==> config.mk <==
export PLATFORM = sky130hd
export DESIGN_NAME = crc_job_sched_flat
export DESIGN_NICKNAME = d
export VERILOG_FILES = /design/src/rtl/crc_job_sched_if.sv /design/src/rtl/crc_job_sched.sv /design/src/flat_wrapper.sv
export SDC_FILE = /design/constraint.sdc
export NUM_CORES = 1
export LEC_CHECK = 0
export CAP_MARGIN = 20
export CORE_AREA = 2 2 272 274
export CTS_BUF_LIST = sky130_fd_sc_hd__clkbuf_4 sky130_fd_sc_hd__clkbuf_8 sky130_fd_sc_hd__clkbuf_16
export CTS_CLUSTER_SIZE = 40
export DETAILED_ROUTE_END_ITERATION = 8
export DIE_AREA = 0 0 274 276
export GPL_ROUTABILITY_DRIVEN = 1
export SYNTH_ARGS = -nofsm -noshare
export SYNTH_HDL_FRONTEND = slang
export SYNTH_SLANG_ARGS = --single-unit
==> constraint.sdc <==
create_clock -name clk -period 5.5 [get_ports clk]
set_clock_uncertainty 0.05 [all_clocks]
set_input_delay 1.1 -clock clk [delete_from_list [all_inputs] [get_ports clk]]
set_output_delay 1.1 -clock clk [all_outputs]
set_load 0.005 [all_outputs]
==> src/rtl/crc_job_sched_if.sv <==
// Requester job/data channels plus the CRC register bus of crc_job_sched.
// master = scheduler side, slave = requesters and CRC peripheral side.
interface crc_job_sched_if #(
  parameter int unsigned NREQ  = 4,
  parameter int unsigned CNT_W = 8
);
  logic [NREQ-1:0]       req;
  logic [NREQ*32-1:0]    req_ctrl;
  logic [NREQ*32-1:0]    req_poly;
  logic [NREQ*32-1:0]    req_seed;
  logic [NREQ*CNT_W-1:0] req_len;
  logic [NREQ-1:0]       dat_valid;
  logic [NREQ*32-1:0]    dat_word;
  logic [NREQ-1:0]       dat_ready;
  logic [NREQ-1:0]       gnt;
  logic [NREQ-1:0]       done;
  logic [31:0]           result;
  logic                  err;
  logic                  sel;
  logic                  rw;
  logic [31:0]           addr;
  logic [31:0]           data_wr;
  logic [31:0]           data_rd;

  modport master (
    input  req, req_ctrl, req_poly, req_seed, req_len, dat_valid, dat_word, data_rd,
    output dat_ready, gnt, done, result, err, sel, rw, addr, data_wr
  );

  modport slave (
    output req, req_ctrl, req_poly, req_seed, req_len, dat_valid, dat_word, data_rd,
    input  dat_ready, gnt, done, result, err, sel, rw, addr, data_wr
  );
endinterface

==> src/rtl/crc_job_sched.sv <==
// Round-robin scheduler sharing one CRC peripheral between NREQ requesters.
// Optional data-stall timeout enabled by defining CRC_SCHED_TIMEOUT_EN.
module crc_job_sched #(
  parameter int unsigned NREQ      = 4,
  parameter int unsigned CNT_W     = 8,
  parameter logic [31:0] BASE_ADDR = 32'h4003_2000
) (
  input  logic           clk,
  input  logic           rst_n,
  crc_job_sched_if.master bus
);
  localparam int unsigned IDX_W     = (NREQ > 1) ? $clog2(NREQ) : 1;
  localparam logic [31:0] ADDR_DATA = BASE_ADDR;
  localparam logic [31:0] ADDR_POLY = BASE_ADDR + 32'd4;
  localparam logic [31:0] ADDR_CTRL = BASE_ADDR + 32'd8;
  localparam logic [31:0] WAS_BIT   = 32'h0200_0000;
`ifdef CRC_SCHED_TIMEOUT_EN
  localparam int unsigned STALL_W     = 16;
  localparam logic [15:0] STALL_LIMIT = 16'd999;
`endif

  typedef enum logic [2:0] {
    IDLE, CFG_CTRL, CFG_POLY, CFG_SEED, CFG_RUN, DATA, READ, FIN
  } state_t;

  state_t              state_q, state_d;
  logic [IDX_W-1:0]    rr_q, rr_d, gidx_q, gidx_d;
  logic [31:0]         ctrl_q, ctrl_d, poly_q, poly_d, seed_q, seed_d;
  logic [CNT_W-1:0]    cnt_q, cnt_d;
  logic [NREQ-1:0]     gnt_q, gnt_d, done_q, done_d;
  logic [31:0]         result_q, result_d;
  logic                err_q, err_d;
`ifdef CRC_SCHED_TIMEOUT_EN
  logic [STALL_W-1:0]  stall_q, stall_d;
`endif

  logic                win_found_c;
  logic [IDX_W-1:0]    win_idx_c;
  logic [31:0]         word_c;
  logic                word_vld_c;
  logic                sel_c, rw_c;
  logic [31:0]         addr_c, data_wr_c;
  logic [NREQ-1:0]     dat_ready_c;

  function automatic logic [IDX_W-1:0] wrap_idx(input int unsigned v);
    return IDX_W'(v % NREQ);
  endfunction

  // First pending requester at or after the round-robin pointer.
  always_comb begin
    win_found_c = 1'b0;
    win_idx_c   = '0;
    for (int unsigned k = 0; k < NREQ; k++) begin
      if (!win_found_c && bus.req[wrap_idx(32'(rr_q) + k)]) begin
        win_found_c = 1'b1;
        win_idx_c   = wrap_idx(32'(rr_q) + k);
      end
    end
  end

  assign word_c     = bus.dat_word[32'(gidx_q)*32 +: 32];
  assign word_vld_c = bus.dat_valid[gidx_q];

  always_comb begin
    state_d     = state_q;
    rr_d        = rr_q;
    gidx_d      = gidx_q;
    ctrl_d      = ctrl_q;
    poly_d      = poly_q;
    seed_d      = seed_q;
    cnt_d       = cnt_q;
    gnt_d       = gnt_q;
    done_d      = '0;
    result_d    = result_q;
    err_d       = err_q;
`ifdef CRC_SCHED_TIMEOUT_EN
    stall_d     = stall_q;
`endif
    sel_c       = 1'b0;
    rw_c        = 1'b0;
    addr_c      = '0;
    data_wr_c   = '0;
    dat_ready_c = '0;

    case (state_q)
      IDLE: begin
        if (win_found_c) begin
          gidx_d  = win_idx_c;
          ctrl_d  = bus.req_ctrl[32'(win_idx_c)*32 +: 32];
          poly_d  = bus.req_poly[32'(win_idx_c)*32 +: 32];
          seed_d  = bus.req_seed[32'(win_idx_c)*32 +: 32];
          cnt_d   = bus.req_len[32'(win_idx_c)*CNT_W +: CNT_W];
          gnt_d   = NREQ'(1) << win_idx_c;
          rr_d    = wrap_idx(32'(win_idx_c) + 32'd1);
          state_d = CFG_CTRL;
        end
      end
      CFG_CTRL: begin
        sel_c     = 1'b1;
        rw_c      = 1'b1;
        addr_c    = ADDR_CTRL;
        data_wr_c = ctrl_q | WAS_BIT;
        state_d   = CFG_POLY;
      end
      CFG_POLY: begin
        sel_c     = 1'b1;
        rw_c      = 1'b1;
        addr_c    = ADDR_POLY;
        data_wr_c = poly_q;
        state_d   = CFG_SEED;
      end
      CFG_SEED: begin
        sel_c     = 1'b1;
        rw_c      = 1'b1;
        addr_c    = ADDR_DATA;
        data_wr_c = seed_q;
        state_d   = CFG_RUN;
      end
      CFG_RUN: begin
        sel_c     = 1'b1;
        rw_c      = 1'b1;
        addr_c    = ADDR_CTRL;
        data_wr_c = ctrl_q & ~WAS_BIT;
        state_d   = (cnt_q != '0) ? DATA : READ;
`ifdef CRC_SCHED_TIMEOUT_EN
        stall_d   = '0;
`endif
      end
      DATA: begin
        dat_ready_c = gnt_q;
        if (word_vld_c) begin
          sel_c     = 1'b1;
          rw_c      = 1'b1;
          addr_c    = ADDR_DATA;
          data_wr_c = word_c;
          cnt_d     = cnt_q - CNT_W'(1);
`ifdef CRC_SCHED_TIMEOUT_EN
          stall_d   = '0;
`endif
          if (cnt_q == CNT_W'(1)) state_d = READ;
        end
`ifdef CRC_SCHED_TIMEOUT_EN
        // Starved job: finish with an error instead of reading the CRC.
        else if (stall_q == STALL_LIMIT) begin
          done_d   = gnt_q;
          err_d    = 1'b1;
          result_d = '0;
          state_d  = FIN;
        end else begin
          stall_d  = stall_q + STALL_W'(1);
        end
`endif
      end
      READ: begin
        sel_c    = 1'b1;
        addr_c   = ADDR_DATA;
        result_d = bus.data_rd;
        err_d    = 1'b0;
        done_d   = gnt_q;
        state_d  = FIN;
      end
      FIN: begin
        gnt_d   = '0;
        state_d = IDLE;
      end
      default: state_d = IDLE;
    endcase
  end

  always_ff @(posedge clk or negedge rst_n) begin
    if (!rst_n) begin
      state_q  <= IDLE;
      rr_q     <= '0;
      gidx_q   <= '0;
      ctrl_q   <= '0;
      poly_q   <= '0;
      seed_q   <= '0;
      cnt_q    <= '0;
      gnt_q    <= '0;
      done_q   <= '0;
      result_q <= '0;
      err_q    <= 1'b0;
`ifdef CRC_SCHED_TIMEOUT_EN
      stall_q  <= '0;
`endif
    end else begin
      state_q  <= state_d;
      rr_q     <= rr_d;
      gidx_q   <= gidx_d;
      ctrl_q   <= ctrl_d;
      poly_q   <= poly_d;
      seed_q   <= seed_d;
      cnt_q    <= cnt_d;
      gnt_q    <= gnt_d;
      done_q   <= done_d;
      result_q <= result_d;
      err_q    <= err_d;
`ifdef CRC_SCHED_TIMEOUT_EN
      stall_q  <= stall_d;
`endif
    end
  end

  assign bus.gnt       = gnt_q;
  assign bus.done      = done_q;
  assign bus.result    = result_q;
  assign bus.err       = err_q;
  assign bus.sel       = sel_c;
  assign bus.rw        = rw_c;
  assign bus.addr      = addr_c;
  assign bus.data_wr   = data_wr_c;
  assign bus.dat_ready = dat_ready_c;
endmodule

==> src/flat_wrapper.sv <==
// flat-port wrapper written by rule: the top's interface ports become plain ports
module crc_job_sched_flat 
#(
  parameter int unsigned NREQ      = 4,
  parameter int unsigned CNT_W     = 8,
  parameter logic [31:0] BASE_ADDR = 32'h4003_2000
)
  (clk, rst_n, bus_req, bus_req_ctrl, bus_req_poly, bus_req_seed, bus_req_len, bus_dat_valid, bus_dat_word, bus_data_rd, bus_dat_ready, bus_gnt, bus_done, bus_result, bus_err, bus_sel, bus_rw, bus_addr, bus_data_wr);
  crc_job_sched_if #(.NREQ(NREQ), .CNT_W(CNT_W)) bus_i ();
  input  logic clk;
  input  logic rst_n;
  input wire logic [$bits(bus_i.req)-1:0] bus_req;
  input wire logic [$bits(bus_i.req_ctrl)-1:0] bus_req_ctrl;
  input wire logic [$bits(bus_i.req_poly)-1:0] bus_req_poly;
  input wire logic [$bits(bus_i.req_seed)-1:0] bus_req_seed;
  input wire logic [$bits(bus_i.req_len)-1:0] bus_req_len;
  input wire logic [$bits(bus_i.dat_valid)-1:0] bus_dat_valid;
  input wire logic [$bits(bus_i.dat_word)-1:0] bus_dat_word;
  input wire logic [$bits(bus_i.data_rd)-1:0] bus_data_rd;
  output wire logic [$bits(bus_i.dat_ready)-1:0] bus_dat_ready;
  output wire logic [$bits(bus_i.gnt)-1:0] bus_gnt;
  output wire logic [$bits(bus_i.done)-1:0] bus_done;
  output wire logic [$bits(bus_i.result)-1:0] bus_result;
  output wire logic [$bits(bus_i.err)-1:0] bus_err;
  output wire logic [$bits(bus_i.sel)-1:0] bus_sel;
  output wire logic [$bits(bus_i.rw)-1:0] bus_rw;
  output wire logic [$bits(bus_i.addr)-1:0] bus_addr;
  output wire logic [$bits(bus_i.data_wr)-1:0] bus_data_wr;
  assign bus_i.req = bus_req;
  assign bus_i.req_ctrl = bus_req_ctrl;
  assign bus_i.req_poly = bus_req_poly;
  assign bus_i.req_seed = bus_req_seed;
  assign bus_i.req_len = bus_req_len;
  assign bus_i.dat_valid = bus_dat_valid;
  assign bus_i.dat_word = bus_dat_word;
  assign bus_i.data_rd = bus_data_rd;
  assign bus_dat_ready = bus_i.dat_ready;
  assign bus_gnt = bus_i.gnt;
  assign bus_done = bus_i.done;
  assign bus_result = bus_i.result;
  assign bus_err = bus_i.err;
  assign bus_sel = bus_i.sel;
  assign bus_rw = bus_i.rw;
  assign bus_addr = bus_i.addr;
  assign bus_data_wr = bus_i.data_wr;
  crc_job_sched #(.NREQ(NREQ), .CNT_W(CNT_W), .BASE_ADDR(BASE_ADDR)) u_core (.clk(clk), .rst_n(rst_n), .bus(bus_i));
endmodule
======== Yosys cells after proc, flatten, opt, wreduce, memory -nomap -nowiden ========
Cells that the tools add are included.
storage, ports and cells
  register bits after elaboration ......... 151
  output and inout bits ................... 111
cells by class
  add/sub/neg operators ................... 5
  order comparisons ....................... 5
  eq/ne operators ......................... 11
  shifts and indexed selects .............. 6
  muxes and demuxes ....................... 37
  reduce and logical (&&, ||, !) cells .... 18
operator list
  kind                   number
  $shiftx A128 B8 Y32    4
  $pmux W32 S5           1
  $pmux W32 S4           1
  $mux W32               1
  $shiftx A32 B6 Y8      1
  $mux W31               1
  $pmux W3 S8            1
  $mux W8                2
  $pmux W8 S2            1
  $lt A2 B3 Y1 const B   5
  $eq A3 B3 Y1 const B   4
  $mux W4                3
  $bmux W1 S2            5
  $mux W1                10
  $mux W2                5
  $mux W3                3
  $eq A8 B1 Y1 const B   1
  $pmux W4 S2            1
  $reduce_bool A8 Y1     1
  $sub A8 B1 Y8 const B  1
  $eq A3 B2 Y1 const B   2
  $ne A2 B1 Y1 const B   3
  $reduce_and A3 Y1      2
  $reduce_or A5 Y1       1
  12 further kinds       22

======== Longest topological paths before layout ========
  depth after elaboration ................. 15
  mapped depth ............................ 9
  depth with buffers taken out ............ 7

======== Least setup slack after synthesis ========
Ideal clock, no wire load.
  path kind ............................... input to output
  from .................................... input bus_dat_valid[3]
  to ...................................... output bus_data_wr[22]
  arrival time ............................ 2.363 ns
  slack ................................... 1.987 ns
  stages on the path ...................... 5
  buffers on the path ..................... 2
  path through ............................ mux4_2 -> and2_1 -> buf_6 -> buf_6 -> a221o_1
on the way
  cells in the longest elaborated chain, start to end .. 4
RTL lines
  item                           line                  text
  from (decl)                    flat_wrapper.sv:17    input wire logic [$bits(bus_i.dat_valid)-1:0] bus_dat_valid;
  $bmux W1 S2                    crc_job_sched.sv:62   assign word_vld_c = bus.dat_valid[gidx_q];
  $mux W1 (implied by the code)  crc_job_sched.sv:62
  $mux W32                       crc_job_sched.sv:131  if (word_vld_c) begin
  $pmux W32 S5                   crc_job_sched.sv:85   case (state_q)
  to (decl)                      flat_wrapper.sv:28    output wire logic [$bits(bus_i.data_wr)-1:0] bus_data_wr;
No other way between the ends. The select of a mux whose other input is x is not followed.

======== Worst setup path after layout ========
  from .................................... input bus_dat_valid[1]
  to ...................................... output bus_data_wr[31]
The elaborated chain is that of the path after synthesis.

==> summary.md <==
| Metric | Value |
|---|---|
| Outcome | `complete, no violations` |
| Core Area | `72590 um^2` |
| Register area share after synthesis | `34.05%` |
| Crit Path Category | `in2out` |
| Post-place setup slack | `567.3 ps` |
| Crit path setup slack, layout | `584.1 ps` |
| Crit Path Max Fanout | `22` |
| Power Total | `9203 uW` |
| Largest family of logic cells by synthesized area | `compound AO/OA/AOI/OAI gates` |
| Final Critical Period | `4916 ps` |
| Synth Area in XOR/XNOR | `0.1589%` |
| Fillers | `7716` |
| Worst slew pin tran | `1018 ps` |
| Mapped cell area | `11020 um^2` |
| CTS Sinks | `150` |
| DRT antenna net count | `0` |
| # Max-Cap Violations | `0` |
| CP Data Required Time | `4350 ps` |
| Critical Path Source Type | `input pin` |
| Die area | `75620 um^2` |
| First-pass GRT wire length | `99930 um` |
| Mux contribution to synthesized area | `12.82%` |
| Seq cells post-synth | `150` |
| Placed instance count | `2706` |
| Leakage | `0.007036 uW` |
| Hold crit path type | `reg2reg` |
| Most used DFF post-synth | `dfrtp_1` |
| GP Congestion | `0.8351` |
| Ports | `697` |
| Drt pass-1 iters | `5` |
| CTS tree | `yes` |
| Initial Utilization | `15.19%` |
| Final setup TNS | `0 ps` |
| Buf/Inv on CP | `3` |
| Hpwl dp | `54390 um` |
| DR WL/cell | `26.45 um` |
| Most frequent cells in the layout | `664 x clkdlybuf4s50_1, 146 x dfrtp_1, 141 x a21oi_1` |
| CP cell instances | `clkdlybuf4s50_1, mux4_2, and2_2, buf_12, a221o_1, clkdlybuf4s50_1` |
| Clock-pin slew on the worst setup and hold paths | `70 ps` |
| Via Count | `13150` |
| Non-filler cells, final | `2745` |
| DRC violations left | `0` |
| 1st-iter DRT viols | `884` |
| Simple-gate portion of the synthesized area | `10.29%` |
| Pwr dens | `479.6 nW/um^2` |
| # hold bufs at CTS | `0` |
| GR Overflow Total | `0` |
| Leading cell type in the layout, fill and taps excluded | `clkdlybuf4s50_1` |
| Final setup fails | `0` |
| CTS root buffer | `clkbuf_16` |
| Tcrit/Tclk final | `89.38%` |
| CTS max path bufs | `2` |
| Vias per inst | `4.789` |
| Mean Syn Cell Area | `9.241 um^2` |
| Final Slew Violations | `0` |
| Htree depth | `4` |
| Cell mode on critical path | `clkdlybuf4s50_1` |
| Vias in the first global route | `13780` |
| Rel. slew slack | `32.10%` |
| CP Capture Type | `output port` |
| Critical Path Max Stage Delay | `600 ps` |
| Post-synth EDFFs | `0` |
| Chip height | `276 um` |
| GRT Total Usage | `18.54%` |
| # resized after CTS | `0` |
| Layout area overhead | `74.07%` |
| Setup Fix Bufs, Post-CTS | `0` |
| Clock Latency Late Sink | `470 ps` |
| Routed wire length | `72600 um` |
| Top delay family on crit path | `buffers and inverters` |
| Row cnt | `99` |
| Final cell utilization of the core | `26.44%` |
| Num CTS Buffers | `17` |
| Synth Instances | `1193` |
| Post-layout net count | `2355` |
| Complex-gate fraction of the synthesized area | `33.89%` |
| VDD IR max | `283.3 uV` |
| Largest net degree at the start of global routing | `106` |
| Share of layout cells above drive strength 1 | `9.213%` |
| Post-synthesis adder-cell area fraction | `0.2270%` |
| Port Buffer Count | `665` |
| Ys async rst share | `100.0%` |
| Die W | `274 um` |
| Number of synthesis warnings | `0` |
| Hold Violations, Final | `0` |
| RSZ-0062 raised after global routing | `no` |
| Initial antenna violation count | `5` |
| Cell variety after synth | `59` |
| CP Data Arrival Time | `3770 ps` |
| F_max | `203.4 MHz` |
| Slowest cell on the critical path | `mux4_2` |
[path summary, 6_finish.rpt]
check,from,endpoint,slack [ps],cells after the start
max,bus_dat_valid[1],bus_data_wr[31],580,6
min reg2reg,u_core.bus.result[20],u_core.bus.result[20],460,1
min,u_core.bus.result[20],u_core.bus.result[20],460,1
max in group asynchronous,rst_n,u_core.bus.result[16],3740,2
min in group asynchronous,rst_n,u_core.bus.result[19],550,1
max reg2reg,u_core.state_q[2],u_core.poly_q[15],2470,6
[per-layer routing]
metal / vias up / global-route usage [%] / routed length [um]
met2: 724 / 33.06 / 36760
met4: 6 / 7.177 / 2542
met1: 6536 / 21.27 / 28130
met5: - / 0 / 34
li1: 5787 / - / -
met3: 94 / 4.204 / 5130
[state kept, by name (all words and copies together) (netlist names)]
register	cells
u_core.ctrl_q	31
u_core.gidx_q	2
u_core.bus.gnt	4
u_core.bus.result	32
u_core.bus.done	4
u_core.rr_q	2
u_core.cnt_q	8
u_core.seed_q	32
u_core.poly_q	32
u_core.state_q	3
[stage by stage]
stage / area [um^2] / hold slack, ps
2_1_floorplan: 11120 / 431.5
3_3_place_gp: 18590 / 437.2
3_5_place_dp: 18590 / 445.9
4_1_cts: 19150 / 461.2
5_1_grt: 19180 / 470.3
6_report: 19190 / 457.4
[cell families (layout without fill, tap and decap cells)]
group	count (synthesis)	in the layout
compound gates	520	520
xor+xnor	2	2
fa+ha+maj	2	2
buf+inv	183	744
flops	150	150
mux	96	96
other cells	1	33
simple gates	239	239
[cell usage after synthesis, types with 3 or more instances]
| master | count | area (um^2) |
|---|---|---|
| nor3_1 | 3 | 15.01 |
| a21o_1 | 8 | 60.06 |
| mux2i_1 | 31 | 310.3 |
| clkbuf_1 | 69 | 259.0 |
| buf_2 | 55 | 275.3 |
| a21oi_1 | 141 | 705.7 |
| nand2_1 | 20 | 75.07 |
| a211oi_1 | 6 | 45.04 |
| inv_1 | 9 | 33.78 |
| dfrtp_1 | 150 | 3754 |
| o21ai_0 | 88 | 440.4 |
| buf_4 | 37 | 277.8 |
| o21a_1 | 4 | 30.03 |
| and2_1 | 3 | 18.77 |
| buf_6 | 6 | 67.56 |
| a221oi_1 | 5 | 43.79 |
| nand3_1 | 108 | 540.5 |
| mux2_2 | 32 | 360.4 |
| buf_1 | 5 | 18.77 |
| and3_1 | 7 | 43.79 |
| nor2_1 | 79 | 296.5 |
| o22a_1 | 94 | 823.3 |
| o31ai_1 | 3 | 22.52 |
| mux4_2 | 33 | 743.2 |
| a221o_1 | 128 | 1281 |
| o21ai_1 | 25 | 125.1 |
[area by class of cell]
class / instances / area (um^2) / area share [%]
Clock buffer: 19 / 452.9 / 2.360
Sequential cell: 150 / 3766 / 19.63
Multi-Input combinational cell: 886 / 6546 / 34.11
Tap cell: 959 / 1200 / 6.253
Timing Repair Buffer: 701 / 7056 / 36.77
Inverter: 11 / 41.29 / 0.2152
Clock inverter: 13 / 112.6 / 0.5868
Antenna cell: 6 / 15.01 / 0.07824
[power by group]
| group | internal, uW | total, uW | switching, uW |
|---|---|---|---|
| registers | 1670 | 2370 | 704 |
| clock network | 615 | 1200 | 586 |
| logic | 2770 | 5630 | 2860 |
| total | 5050 | 9200 | 4150 |
No activity file was read; power rests on OpenSTA's default activity.
